$ cat src/rtl/register_free_list_pkg.sv
// Shared sizing constants and types for the physical-register free list.
package register_free_list_pkg;
    localparam int PREG_W         = 6;
    localparam int LREG_COUNT     = 32;
    localparam int PREG_COUNT     = 64;
    localparam int DEPTH          = PREG_COUNT - LREG_COUNT;
    localparam int PTR_W          = 6;
    localparam int IDX_W          = 5;
    localparam int INIT_FREE_BASE = 32;

    typedef logic [PREG_W-1:0] preg_t;
    typedef logic [PTR_W-1:0]  ptr_t;
    typedef logic [IDX_W-1:0]  idx_t;

    function automatic logic [1:0] count2(input logic a, input logic b);
        return {1'b0, a} + {1'b0, b};
    endfunction
endpackage

$ cat src/rtl/register_free_list_if.sv
// Rename/commit/free signal bundle of the free list; slave is the free list itself.
interface register_free_list_if;
    import register_free_list_pkg::*;

    logic  iRESTART_VALID;
    logic  iLOCK;
    logic  iALLOC_0_REQ;
    logic  iALLOC_1_REQ;
    preg_t oALLOC_0_REGNAME;
    preg_t oALLOC_1_REGNAME;
    logic  oALLOC_READY;
    logic  iCOMMIT_0_VALID;
    logic  iCOMMIT_1_VALID;
    logic  iFREE_0_VALID;
    preg_t iFREE_0_REGNAME;
    logic  iFREE_1_VALID;
    preg_t iFREE_1_REGNAME;
    ptr_t  oFREE_COUNT;
    logic  oERROR;

    modport slave (
        input  iRESTART_VALID, iLOCK, iALLOC_0_REQ, iALLOC_1_REQ,
        input  iCOMMIT_0_VALID, iCOMMIT_1_VALID,
        input  iFREE_0_VALID, iFREE_0_REGNAME, iFREE_1_VALID, iFREE_1_REGNAME,
        output oALLOC_0_REGNAME, oALLOC_1_REGNAME, oALLOC_READY, oFREE_COUNT, oERROR
    );

    modport master (
        output iRESTART_VALID, iLOCK, iALLOC_0_REQ, iALLOC_1_REQ,
        output iCOMMIT_0_VALID, iCOMMIT_1_VALID,
        output iFREE_0_VALID, iFREE_0_REGNAME, iFREE_1_VALID, iFREE_1_REGNAME,
        input  oALLOC_0_REGNAME, oALLOC_1_REGNAME, oALLOC_READY, oFREE_COUNT, oERROR
    );
endinterface

$ cat src/rtl/register_free_list_ram.sv
// 32x6 name storage: two write ports, two asynchronous read ports, reset to the initial free names.
module register_free_list_ram
    import register_free_list_pkg::*;
(
    input  logic  iCLOCK,
    input  logic  inRESET,
    input  logic  we0_i,
    input  idx_t  waddr0_i,
    input  preg_t wdata0_i,
    input  logic  we1_i,
    input  idx_t  waddr1_i,
    input  preg_t wdata1_i,
    input  idx_t  raddr0_i,
    input  idx_t  raddr1_i,
    output preg_t rdata0_o,
    output preg_t rdata1_o
);
    preg_t mem_q [DEPTH];

    // Storage array; the two write addresses are always distinct (tail, tail+1).
    always_ff @(posedge iCLOCK or negedge inRESET) begin
        if (!inRESET) begin
            for (int i = 0; i < DEPTH; i++) begin
                mem_q[i] <= PREG_W'(INIT_FREE_BASE + i);
            end
        end else begin
            if (we0_i) begin
                mem_q[waddr0_i] <= wdata0_i;
            end
            if (we1_i) begin
                mem_q[waddr1_i] <= wdata1_i;
            end
        end
    end

    assign rdata0_o = mem_q[raddr0_i];
    assign rdata1_o = mem_q[raddr1_i];
endmodule

$ cat src/rtl/register_free_list.sv
// Circular physical-register free list with speculative head, committed head and tail pointers.
module register_free_list
    import register_free_list_pkg::*;
(
    input  logic                 iCLOCK,
    input  logic                 inRESET,
    register_free_list_if.slave  fl
);
    ptr_t       head_q, head_d;
    ptr_t       commit_q, commit_d;
    ptr_t       tail_q, tail_d;
    logic       error_q, error_d;

    ptr_t       count_s;
    logic       ready_s;
    logic       alloc_ok_s;
    logic [1:0] n_alloc_s;
    logic [1:0] n_commit_s;
    logic [1:0] n_free_s;
    ptr_t       occupancy_s;
    ptr_t       in_flight_s;
    preg_t      rdata0_s, rdata1_s;

    // Pointer next-state and protocol error detection.
    always_comb begin
        count_s     = tail_q - head_q;
        ready_s     = (count_s >= PTR_W'(2));
        alloc_ok_s  = !fl.iLOCK && !fl.iRESTART_VALID && ready_s;
        n_alloc_s   = alloc_ok_s ? count2(fl.iALLOC_0_REQ, fl.iALLOC_1_REQ) : 2'd0;
        n_commit_s  = count2(fl.iCOMMIT_0_VALID, fl.iCOMMIT_1_VALID);
        n_free_s    = count2(fl.iFREE_0_VALID, fl.iFREE_1_VALID);
        commit_d    = commit_q + PTR_W'(n_commit_s);
        tail_d      = tail_q + PTR_W'(n_free_s);
        if (fl.iRESTART_VALID) begin
            head_d = commit_d;
        end else begin
            head_d = head_q + PTR_W'(n_alloc_s);
        end
        // Both distances are judged after this cycle's commits retire, so a
        // same-cycle commit+free of a full list is legal.
        occupancy_s = tail_d - commit_d;
        in_flight_s = head_d - commit_d;
        error_d     = error_q
                    | (fl.iALLOC_1_REQ & ~fl.iALLOC_0_REQ)
                    | ((n_free_s != 2'd0) && (occupancy_s > PTR_W'(DEPTH)))
                    | (in_flight_s > PTR_W'(DEPTH));
    end

    // Pointer and sticky error registers.
    always_ff @(posedge iCLOCK or negedge inRESET) begin
        if (!inRESET) begin
            head_q   <= '0;
            commit_q <= '0;
            tail_q   <= PTR_W'(DEPTH);
            error_q  <= 1'b0;
        end else begin
            head_q   <= head_d;
            commit_q <= commit_d;
            tail_q   <= tail_d;
            error_q  <= error_d;
        end
    end

    register_free_list_ram u_ram (
        .iCLOCK   (iCLOCK),
        .inRESET  (inRESET),
        .we0_i    (fl.iFREE_0_VALID | fl.iFREE_1_VALID),
        .waddr0_i (tail_q[IDX_W-1:0]),
        .wdata0_i (fl.iFREE_0_VALID ? fl.iFREE_0_REGNAME : fl.iFREE_1_REGNAME),
        .we1_i    (fl.iFREE_0_VALID & fl.iFREE_1_VALID),
        .waddr1_i (tail_q[IDX_W-1:0] + IDX_W'(1)),
        .wdata1_i (fl.iFREE_1_REGNAME),
        .raddr0_i (head_q[IDX_W-1:0]),
        .raddr1_i (head_q[IDX_W-1:0] + IDX_W'(1)),
        .rdata0_o (rdata0_s),
        .rdata1_o (rdata1_s)
    );

    assign fl.oALLOC_0_REGNAME = rdata0_s;
    assign fl.oALLOC_1_REGNAME = rdata1_s;
    assign fl.oALLOC_READY     = ready_s;
    assign fl.oFREE_COUNT      = count_s;
    assign fl.oERROR           = error_q;
endmodule

$ cat src/flat_wrapper.sv
// flat-port wrapper written by rule: the top's interface ports become plain ports
module register_free_list_flat import register_free_list_pkg::*;
  (iCLOCK, inRESET, fl_iRESTART_VALID, fl_iLOCK, fl_iALLOC_0_REQ, fl_iALLOC_1_REQ, fl_iCOMMIT_0_VALID, fl_iCOMMIT_1_VALID, fl_iFREE_0_VALID, fl_iFREE_0_REGNAME, fl_iFREE_1_VALID, fl_iFREE_1_REGNAME, fl_oALLOC_0_REGNAME, fl_oALLOC_1_REGNAME, fl_oALLOC_READY, fl_oFREE_COUNT, fl_oERROR);
  register_free_list_if fl_i ();
  input  logic iCLOCK;
  input  logic inRESET;
  input wire logic [$bits(fl_i.iRESTART_VALID)-1:0] fl_iRESTART_VALID;
  input wire logic [$bits(fl_i.iLOCK)-1:0] fl_iLOCK;
  input wire logic [$bits(fl_i.iALLOC_0_REQ)-1:0] fl_iALLOC_0_REQ;
  input wire logic [$bits(fl_i.iALLOC_1_REQ)-1:0] fl_iALLOC_1_REQ;
  input wire logic [$bits(fl_i.iCOMMIT_0_VALID)-1:0] fl_iCOMMIT_0_VALID;
  input wire logic [$bits(fl_i.iCOMMIT_1_VALID)-1:0] fl_iCOMMIT_1_VALID;
  input wire logic [$bits(fl_i.iFREE_0_VALID)-1:0] fl_iFREE_0_VALID;
  input wire logic [$bits(fl_i.iFREE_0_REGNAME)-1:0] fl_iFREE_0_REGNAME;
  input wire logic [$bits(fl_i.iFREE_1_VALID)-1:0] fl_iFREE_1_VALID;
  input wire logic [$bits(fl_i.iFREE_1_REGNAME)-1:0] fl_iFREE_1_REGNAME;
  output wire logic [$bits(fl_i.oALLOC_0_REGNAME)-1:0] fl_oALLOC_0_REGNAME;
  output wire logic [$bits(fl_i.oALLOC_1_REGNAME)-1:0] fl_oALLOC_1_REGNAME;
  output wire logic [$bits(fl_i.oALLOC_READY)-1:0] fl_oALLOC_READY;
  output wire logic [$bits(fl_i.oFREE_COUNT)-1:0] fl_oFREE_COUNT;
  output wire logic [$bits(fl_i.oERROR)-1:0] fl_oERROR;
  assign fl_i.iRESTART_VALID = fl_iRESTART_VALID;
  assign fl_i.iLOCK = fl_iLOCK;
  assign fl_i.iALLOC_0_REQ = fl_iALLOC_0_REQ;
  assign fl_i.iALLOC_1_REQ = fl_iALLOC_1_REQ;
  assign fl_i.iCOMMIT_0_VALID = fl_iCOMMIT_0_VALID;
  assign fl_i.iCOMMIT_1_VALID = fl_iCOMMIT_1_VALID;
  assign fl_i.iFREE_0_VALID = fl_iFREE_0_VALID;
  assign fl_i.iFREE_0_REGNAME = fl_iFREE_0_REGNAME;
  assign fl_i.iFREE_1_VALID = fl_iFREE_1_VALID;
  assign fl_i.iFREE_1_REGNAME = fl_iFREE_1_REGNAME;
  assign fl_oALLOC_0_REGNAME = fl_i.oALLOC_0_REGNAME;
  assign fl_oALLOC_1_REGNAME = fl_i.oALLOC_1_REGNAME;
  assign fl_oALLOC_READY = fl_i.oALLOC_READY;
  assign fl_oFREE_COUNT = fl_i.oFREE_COUNT;
  assign fl_oERROR = fl_i.oERROR;
  register_free_list u_core (.iCLOCK(iCLOCK), .inRESET(inRESET), .fl(fl_i));
endmodule
$ cat config.mk
export PLATFORM = sky130hd
export DESIGN_NAME = register_free_list_flat
export DESIGN_NICKNAME = d
export VERILOG_FILES = /design/src/rtl/register_free_list_pkg.sv /design/src/rtl/register_free_list_if.sv /design/src/rtl/register_free_list_ram.sv /design/src/rtl/register_free_list.sv /design/src/flat_wrapper.sv
export SDC_FILE = /design/constraint.sdc
export NUM_CORES = 1
export LEC_CHECK = 0
export ABC_AREA = 1
export CAP_MARGIN = 40
export CORE_MARGIN = 3
export CORE_UTILIZATION = 45
export DETAILED_ROUTE_END_ITERATION = 12
export GPL_TIMING_DRIVEN = 0
export PLACE_DENSITY = 0.7
export SLEW_MARGIN = 30
export SYNTH_ARGS = -nofsm -noshare
export SYNTH_HDL_FRONTEND = slang
export SYNTH_SLANG_ARGS = --single-unit
$ cat constraint.sdc
create_clock -name iCLOCK -period 3.9 [get_ports iCLOCK]
set_input_delay 0.39 -clock iCLOCK [delete_from_list [all_inputs] [get_ports iCLOCK]]
set_output_delay 0.39 -clock iCLOCK [all_outputs]
set_load 0.02 [all_outputs]
==> impl_metrics.csv, run 1 <==
group,metric,value,unit
cts,root_buffer,"clkbuf_16",
route,drt_wl_total,67.6,mm
floorplanning,initial_utilization,46.0,%
power,ir_drop,0.572,mV
cts,tritoncts,"done",
final_layout,nets,2287,
setup_path,crit_slowest_cell,"dfrtp_2",
synthesis,yosys.area.top_type,"dfstp_2",
final_layout,design_area,17100,um2
final_layout,drive_above_1_share,15.4,%
sta,clock_skew,0.0208,ns
floorplanning,fp.dieH,186,um
route,antenna_left,0,
synthesis,synth_edf_count,0,
sta,hold_viol,0,
synthesis,yosys_warnings,0,
sta,slew_violations,0,
setup_path,crit_family,"simple AND/OR/NAND/NOR gates",
synthesis,yosysUniqueCellTypes,45,
setup_path,rrSetupSlack,-0.08,ns
sta,worst_pin_slew,0.997,ns
setup_path,reg2reg_depth,25,
global_route,grt_pass1_vias,15400,
setup_path,path_buf_inv,3,
power,leakage,7.33,nW
floorplanning,die_w,186,um
route,viasPerCell,6.10,
cts,clk_pin_slew,0.06,ns
sta,timing.final.ws_setup,-0.0829,ns
synthesis,ys.flop_type,"dfstp_2",
global_route,antenna_found_initial,2,
cts,cts_sinks,211,
floorplanning,core,31800,um2
synthesis,syn-num-nets,2189,
synthesis,yosys.area.top_type_share,20.3,%
global_route,grtUsageTotal,38.0,%
placed_design,place.gp.congestion,1.04,
sta,setup_viol_count_final,2,
setup_path,max_stage_delay,0.45,ns
setup_path,end_kind,"flip-flop",
global_route,grt_max_degree,78,
sta,holdWs,0.413,ns
sta,fin_crit,3.98,ns
setup_path,r2r_end,"u_core.fl.oERROR",
route,vias,16400,
route,wl_per_cell,25.1,um
synthesis,synth.area.top_cells,"dfstp_2 20%, dfrtp_1 17%, nand2_1 16%",
outcome,failed_checks,"setup timing",
placed_design,dp_cells,2627,
setup_path,cp_max_fo,10,
floorplanning,ios,42,
final_layout,final_util,53.8,%
placed_design,dpl_cell_area,15900,um2
synthesis,synthTopCellsByCount,"614 x nand2_1, 448 x o21ai_0, 141 x nor2_1, 113 x dfstp_2, 99 x clkbuf_1",
final_layout,n_antenna_cell,0,
cts,htreeDepth,1,
synthesis,syn_area,14600,um2
outcome,status,"finished, violations left",
sta,fmax,0.251,GHz
cts,cts_buffers,27,
placed_design,hpwlAfterDp,50.7,mm
route,first_iter_violations,2144,
final_layout,syn_to_final_growth,16.8,%
placed_design,place.port_buffers,41,
setup_path,cp.arrival,4.42,ns
setup_path,crit_type,"flip-flop to flip-flop",
global_route,overflow,0,
route,firstDrtPassIters,8,
worst_hold_path,hp-class,"input pin to async pin",
cts,cts_buffer_depth,3,
setup_path,startpoint_type,"flip-flop",
sta,grt_setup_unrepaired,"true",
power,cellPowerDensity,1110,nW/um2
sta,maxSlewHeadroom,33.5,%
synthesis,ys_seq_area_share,37.0,%
setup_path,cp.required,4.34,ns
synthesis,yosysMostFrequentCell,"nand2_1",
cts,clkLatencyLatePin,0.56,ns
synthesis,synthCells,2135,
setup_path,cp_common_cell,"nand2_1",
floorplanning,num_rows,65,
final_layout,finalNonFillerCells,2689,
route,drc,0,
setup_path,rr_startpoint,"u_core.head_q[2]",
synthesis,synthArstFlopShare,100,%
global_route,grt_first_pass_wirelength,100,mm
sta,fin_crit_sh,102,%
synthesis,syn_avg_cell_area,6.85,um2
placed_design,pre_cts_ws,-1.04,ns
floorplanning,die-area,34700,um2
synthesis,ys_seq_elements,211,
run,drv_cap,0,
[stage by stage]
| stage | setup TNS, ns | power, mW |
|---|---|---|
| floorplan | 0 | 11.1 |
| global placement | -1099.17 | 15.3 |
| detailed placement | -1.14 | 15.5 |
| CTS | -0.0991 | 18.4 |
| global route | -0.566 | 20.0 |
| finish | -0.109 | 19.0 |
[where the power goes]
part | leakage (nW) | internal, mW | switching (mW)
clock network | 0.449 | 1.58 | 1.04
registers | 2.41 | 3.53 | 0.955
logic | 4.47 | 3.97 | 7.91
[registers in the layout, indices dropped and copies added (netlist names)]
| name | count |
|---|---|
| u_core.commit_q | 6 |
| u_core.head_q | 6 |
| u_core.fl.oERROR | 1 |
| u_core.u_ram.mem_q | 192 |
| u_core.tail_q | 6 |
[final cells by class]
cell class                      instances  area, um2
Multi-Input combinational cell       1651       8240
Timing Repair Buffer                   70        729
Sequential cell                       211       5430
Clock buffer                           45        833
Buffer                                170        846
Clock inverter                          5       78.8
Inverter                              102        394
Tap cell                              435        544
Fill cell                            3108      14700
[routing by layer]
| metal | wire length, um | track usage, % | vias to the layer above |
|---|---|---|---|
| met2 | 28400 | 57.3 | 1065 |
| met1 | 27100 | 51.3 | 7697 |
| met4 | 4270 | 19.0 | 0 |
| met3 | 7810 | 9.06 | 229 |
| met5 | 0 | 0 | - |
| li1 | - | - | 7410 |
[worst max-delay path by stage]
stage | endpoint | start | cells past startpoint | slack [ns]
2_1_floorplan | u_core.fl.oERROR | u_core.head_q[2] | 28 | 0.007
3_3_place_gp | u_core.commit_q[0] | inRESET | 1 | -6.75
3_5_place_dp | u_core.fl.oERROR | u_core.head_q[3] | 27 | -1.04
4_1_cts | u_core.fl.oERROR | u_core.head_q[1] | 28 | -0.1
5_1_grt | u_core.fl.oERROR | u_core.head_q[1] | 28 | -0.36
6_report | u_core.fl.oERROR | u_core.head_q[2] | 25 | -0.08
[cells in the final DEF, fill, tap and decap left out, types with 13 or more instances in the layout]
cell             synthesis  final
a21oi_1                 93     90
a31oi_1                 17     16
buf_2                   59     60
buf_4                    5     19
clkbuf_1                99     83
clkbuf_16                0     28
clkbuf_2                 1     19
clkdlybuf4s50_1          0     35
dfrtp_1                 98     92
dfstp_2                113    113
ha_1                    26     20
inv_1                   94     90
nand2_1                614    609
nand3_1                 69     69
nor2_1                 141    138
nor2_2                  10     13
o211ai_1                43     43
o21ai_0                448    444
o21ai_1                 71     74
o221ai_1                15     15
o22ai_1                 25     24
[cells by family (layout without fill, tap and decap cells)]
kind of cell	after synthesis	after routing	synth area share, %
flip-flops	211	211	37.0
AO/OA/AOI/OAI	743	743	27.5
AND/OR/NAND/NOR	850	850	23.0
XOR/XNOR	16	16	1.06
multiplexers	10	10	0.684
adder cells (fa/ha/maj)	32	32	3.04
buffers and inverters	273	392	7.69
[timing repair]
action                                 in CTS  in global routing
buffers inserted                            6                  3
hold buffers                                1                  0
gates cloned                                0                  0
setup endpoints to repair                  17                  8
resized for setup                          47                 38
pin swaps                                   3                 10
endpoints found under the hold margin      34                  0
Power figures use the tool's default switching activity.
==> run 2: changes to the inputs <==
--- a/config.mk
+++ b/config.mk
@@ -5,10 +5,10 @@
 export SDC_FILE = /design/constraint.sdc
 export NUM_CORES = 1
 export LEC_CHECK = 0
-export ABC_AREA = 1
 export CAP_MARGIN = 40
 export CORE_MARGIN = 3
 export CORE_UTILIZATION = 45
+export CTS_CLUSTER_DIAMETER = 80
 export DETAILED_ROUTE_END_ITERATION = 12
 export GPL_TIMING_DRIVEN = 0
 export PLACE_DENSITY = 0.7
==> impl_metrics.csv, run 2 <==
group,metric,value,unit
global_route,antenna_found_initial,1,
synthesis,synthCells,1530,
setup_path,end_kind,"flip-flop",
global_route,grtUsageTotal,29.2,%
synthesis,ys.flop_type,"dfstp_2",
final_layout,layout_common_cells,"335 x nand2_1, 283 x o21ai_1, 151 x nor2_1",
sta,clock_skew,0.0184,ns
synthesis,ys_seq_elements,211,
final_layout,regMostFlops,"u_core.u_ram.mem_q",
setup_path,cp.arrival,4.84,ns
setup_path,cp_max_fo,7,
synthesis,synth_edf_count,0,
route,first_iter_violations,1770,
route,antenna_left,0,
cts,cts_sinks,211,
synthesis,syn_avg_cell_area,9.08,um2
run,drv_cap,0,
final_layout,final_common_cell,"nand2_1",
global_route,grt_first_pass_wirelength,73.8,mm
setup_path,startpoint_type,"flip-flop",
route,vias,12600,
sta,setup_viol_count_final,4,
synthesis,yosys.area.top_type_share,21.4,%
floorplanning,initial_utilization,46.3,%
synthesis,ys_seq_area_share,39.0,%
synthesis,syn_area,13900,um2
placed_design,dpl_cell_area,14900,um2
route,wl_per_cell,24.2,um
synthesis,yosys.area.top_type,"dfstp_2",
route,drt_wl_total,49.0,mm
sta,slew_violations,0,
cts,cts_buffer_depth,3,
outcome,status,"finished, violations left",
synthesis,synthArstFlopShare,100,%
route,viasPerCell,6.21,
synthesis,syn-num-nets,1584,
placed_design,pre_cts_ws,-1.12,ns
final_layout,drive_above_1_share,22.6,%
floorplanning,core,30000,um2
sta,grt_setup_unrepaired,"true",
floorplanning,die_w,182,um
floorplanning,fp.dieH,182,um
sta,timing.final.ws_setup,-0.530,ns
global_route,grt_max_degree,83,
floorplanning,die-area,33000,um2
sta,maxSlewHeadroom,44.9,%
final_layout,nets,1673,
route,drc,0,
cts,root_buffer,"clkbuf_16",
final_layout,syn_to_final_growth,15.2,%
outcome,failed_checks,"setup timing",
placed_design,place.port_buffers,34,
cts,tritoncts,"done",
synthesis,yosys_warnings,0,
sta,fin_crit_sh,114,%
final_layout,n_antenna_cell,0,
sta,worst_pin_slew,0.803,ns
placed_design,hpwlAfterDp,35.8,mm
final_layout,largest_reg_flops,192,
synthesis,synth.area.top_cells,"dfstp_2 21%, mux4_2 19%, dfrtp_1 18%",
floorplanning,num_rows,63,
synthesis,yosysUniqueCellTypes,43,
sta,fin_crit,4.43,ns
global_route,overflow,0,
cts,cts_buffers,25,
setup_path,crit_type,"flip-flop to flip-flop",
floorplanning,ios,42,
synthesis,yosysMostFrequentCell,"nand2_1",
power,ir_drop,0.645,mV
cts,clk_pin_slew,0.06,ns
power,cellPowerDensity,1090,nW/um2
final_layout,design_area,16000,um2
power,leakage,5.93,nW
global_route,grt_pass1_vias,12100,
route,firstDrtPassIters,6,
worst_hold_path,hp-class,"input pin to flip-flop",
setup_path,cp.required,4.31,ns
cts,clkLatencyLatePin,0.53,ns
placed_design,place.gp.congestion,0.993,
synthesis,synthTopCellsByCount,"335 x nand2_1, 281 x o21ai_1, 151 x nor2_1, 120 x mux4_2, 113 x dfstp_2",
sta,fmax,0.226,GHz
sta,hold_viol,0,
cts,htreeDepth,1,
run 2: cell count changes in the layout (fill, tap and decap cells not counted), sizes merged, moves of 11 or more:
cell / previous run / this run
o221ai: 15 / 0
buf: 100 / 63
inv: 100 / 29
a31oi: 17 / 0
a21oi: 93 / 104
o22ai: 25 / 0
mux4: 0 / 120
o211ai: 43 / 1
nand2: 615 / 335
nand3: 70 / 11
o21ai: 526 / 297
run 2: stage by stage:
step	hold WS, ns	util, %	total power [mW]	TNS, ns	std cells
after floorplan	0.0944	-	11.1	-0.718	1530
after global placement	0.488	49.3	14.3	-1109.52	1954
after detailed placement	0.393	49.6	14.5	-1.12	1957
after CTS	0.244	52.7	17.0	-0.630	2012
after global routing	0.266	53.3	18.3	-0.885	2026
final	0.272	53.3	17.5	-0.616	2026
run 2: metal layers:
metal / up-vias / wire length (um) / GRT usage [%]
met5: - / 0 / 0
met4: 0 / 2460 / 13.2
met3: 145 / 5670 / 5.51
met2: 843 / 21700 / 44.2
met1: 6059 / 19100 / 41.0
li1: 5544 / - / -
run 2: final timing paths:
check                           slack [ns]                   from                 endpoint  cells past startpoint
worst min register to register        0.50     u_core.commit_q[4]       u_core.commit_q[4]                      1
max in group asynchronous             2.64                inRESET  u_core.u_ram.mem_q[123]                      3
worst max-delay path                 -0.53       u_core.tail_q[0]         u_core.fl.oERROR                     19
worst min-delay path                  0.27  fl_iFREE_1_REGNAME[0]    u_core.u_ram.mem_q[0]                      3
min in group asynchronous             0.41                inRESET       u_core.commit_q[0]                      2
worst max register to register       -0.53       u_core.tail_q[0]         u_core.fl.oERROR                     19
run 2: where the power goes:
group | internal [mW] | total, mW | leakage, nW | switching (mW)
sequential | 3.69 | 4.68 | 2.38 | 0.992
clock | 1.29 | 2.25 | 0.374 | 0.963
combinational | 5.07 | 10.5 | 3.17 | 5.46
run 2: cell families (layout without fill, tap and decap cells):
family,count (synthesis),after routing,synth area share [%]
xor gates and xnor gates,23,23,1.45
DFF,211,211,39.0
AOI/OAI and AO/OA,414,414,15.2
and+or+nand+nor,542,542,15.5
buffers and inverters,172,278,4.99
muxes,136,136,20.7
adders and majority gates,32,32,3.21
run 2: worst max-delay path, stage by stage (launching register included):
cell and delay (ns):
dfrtp_2 0.48, inv_2 0.12, ha_4 0.16, inv_2 0.04
fa_2 0.35, a21o_1 0.18, a21oi_2 0.18, xnor2_2 0.16
nor4b_4 0.08, nor4_2 0.31, ha_2 0.26, fa_2 0.42
mux2_4 0.33, fa_2 0.41, a21oi_2 0.13, nor2_1 0.07
nor2_1 0.15, xor2_1 0.16, a32oi_1 0.12, a22o_1 0.21
run 2: what timing repair did:
item                                    4_1_cts  5_1_grt
setup buffers                                11       12
endpoints found under the hold margin        23        0
cloned                                        0        0
hold buffers                                  1        0
pin swaps                                    15       19
gates resized for setup                      40       41
endpoints found under the setup margin       14       12
run 2: cell type report:
type                    instances  area [um2]
clock inverters                 4        22.5
well taps                     390         488
repair buffers                 65         604
flip-flops and latches        211        5430
fillers                      2694       14000
plain buffers                 139         666
clock buffers                  40         742
inverters                      30         130
multi-input cells            1147        7930
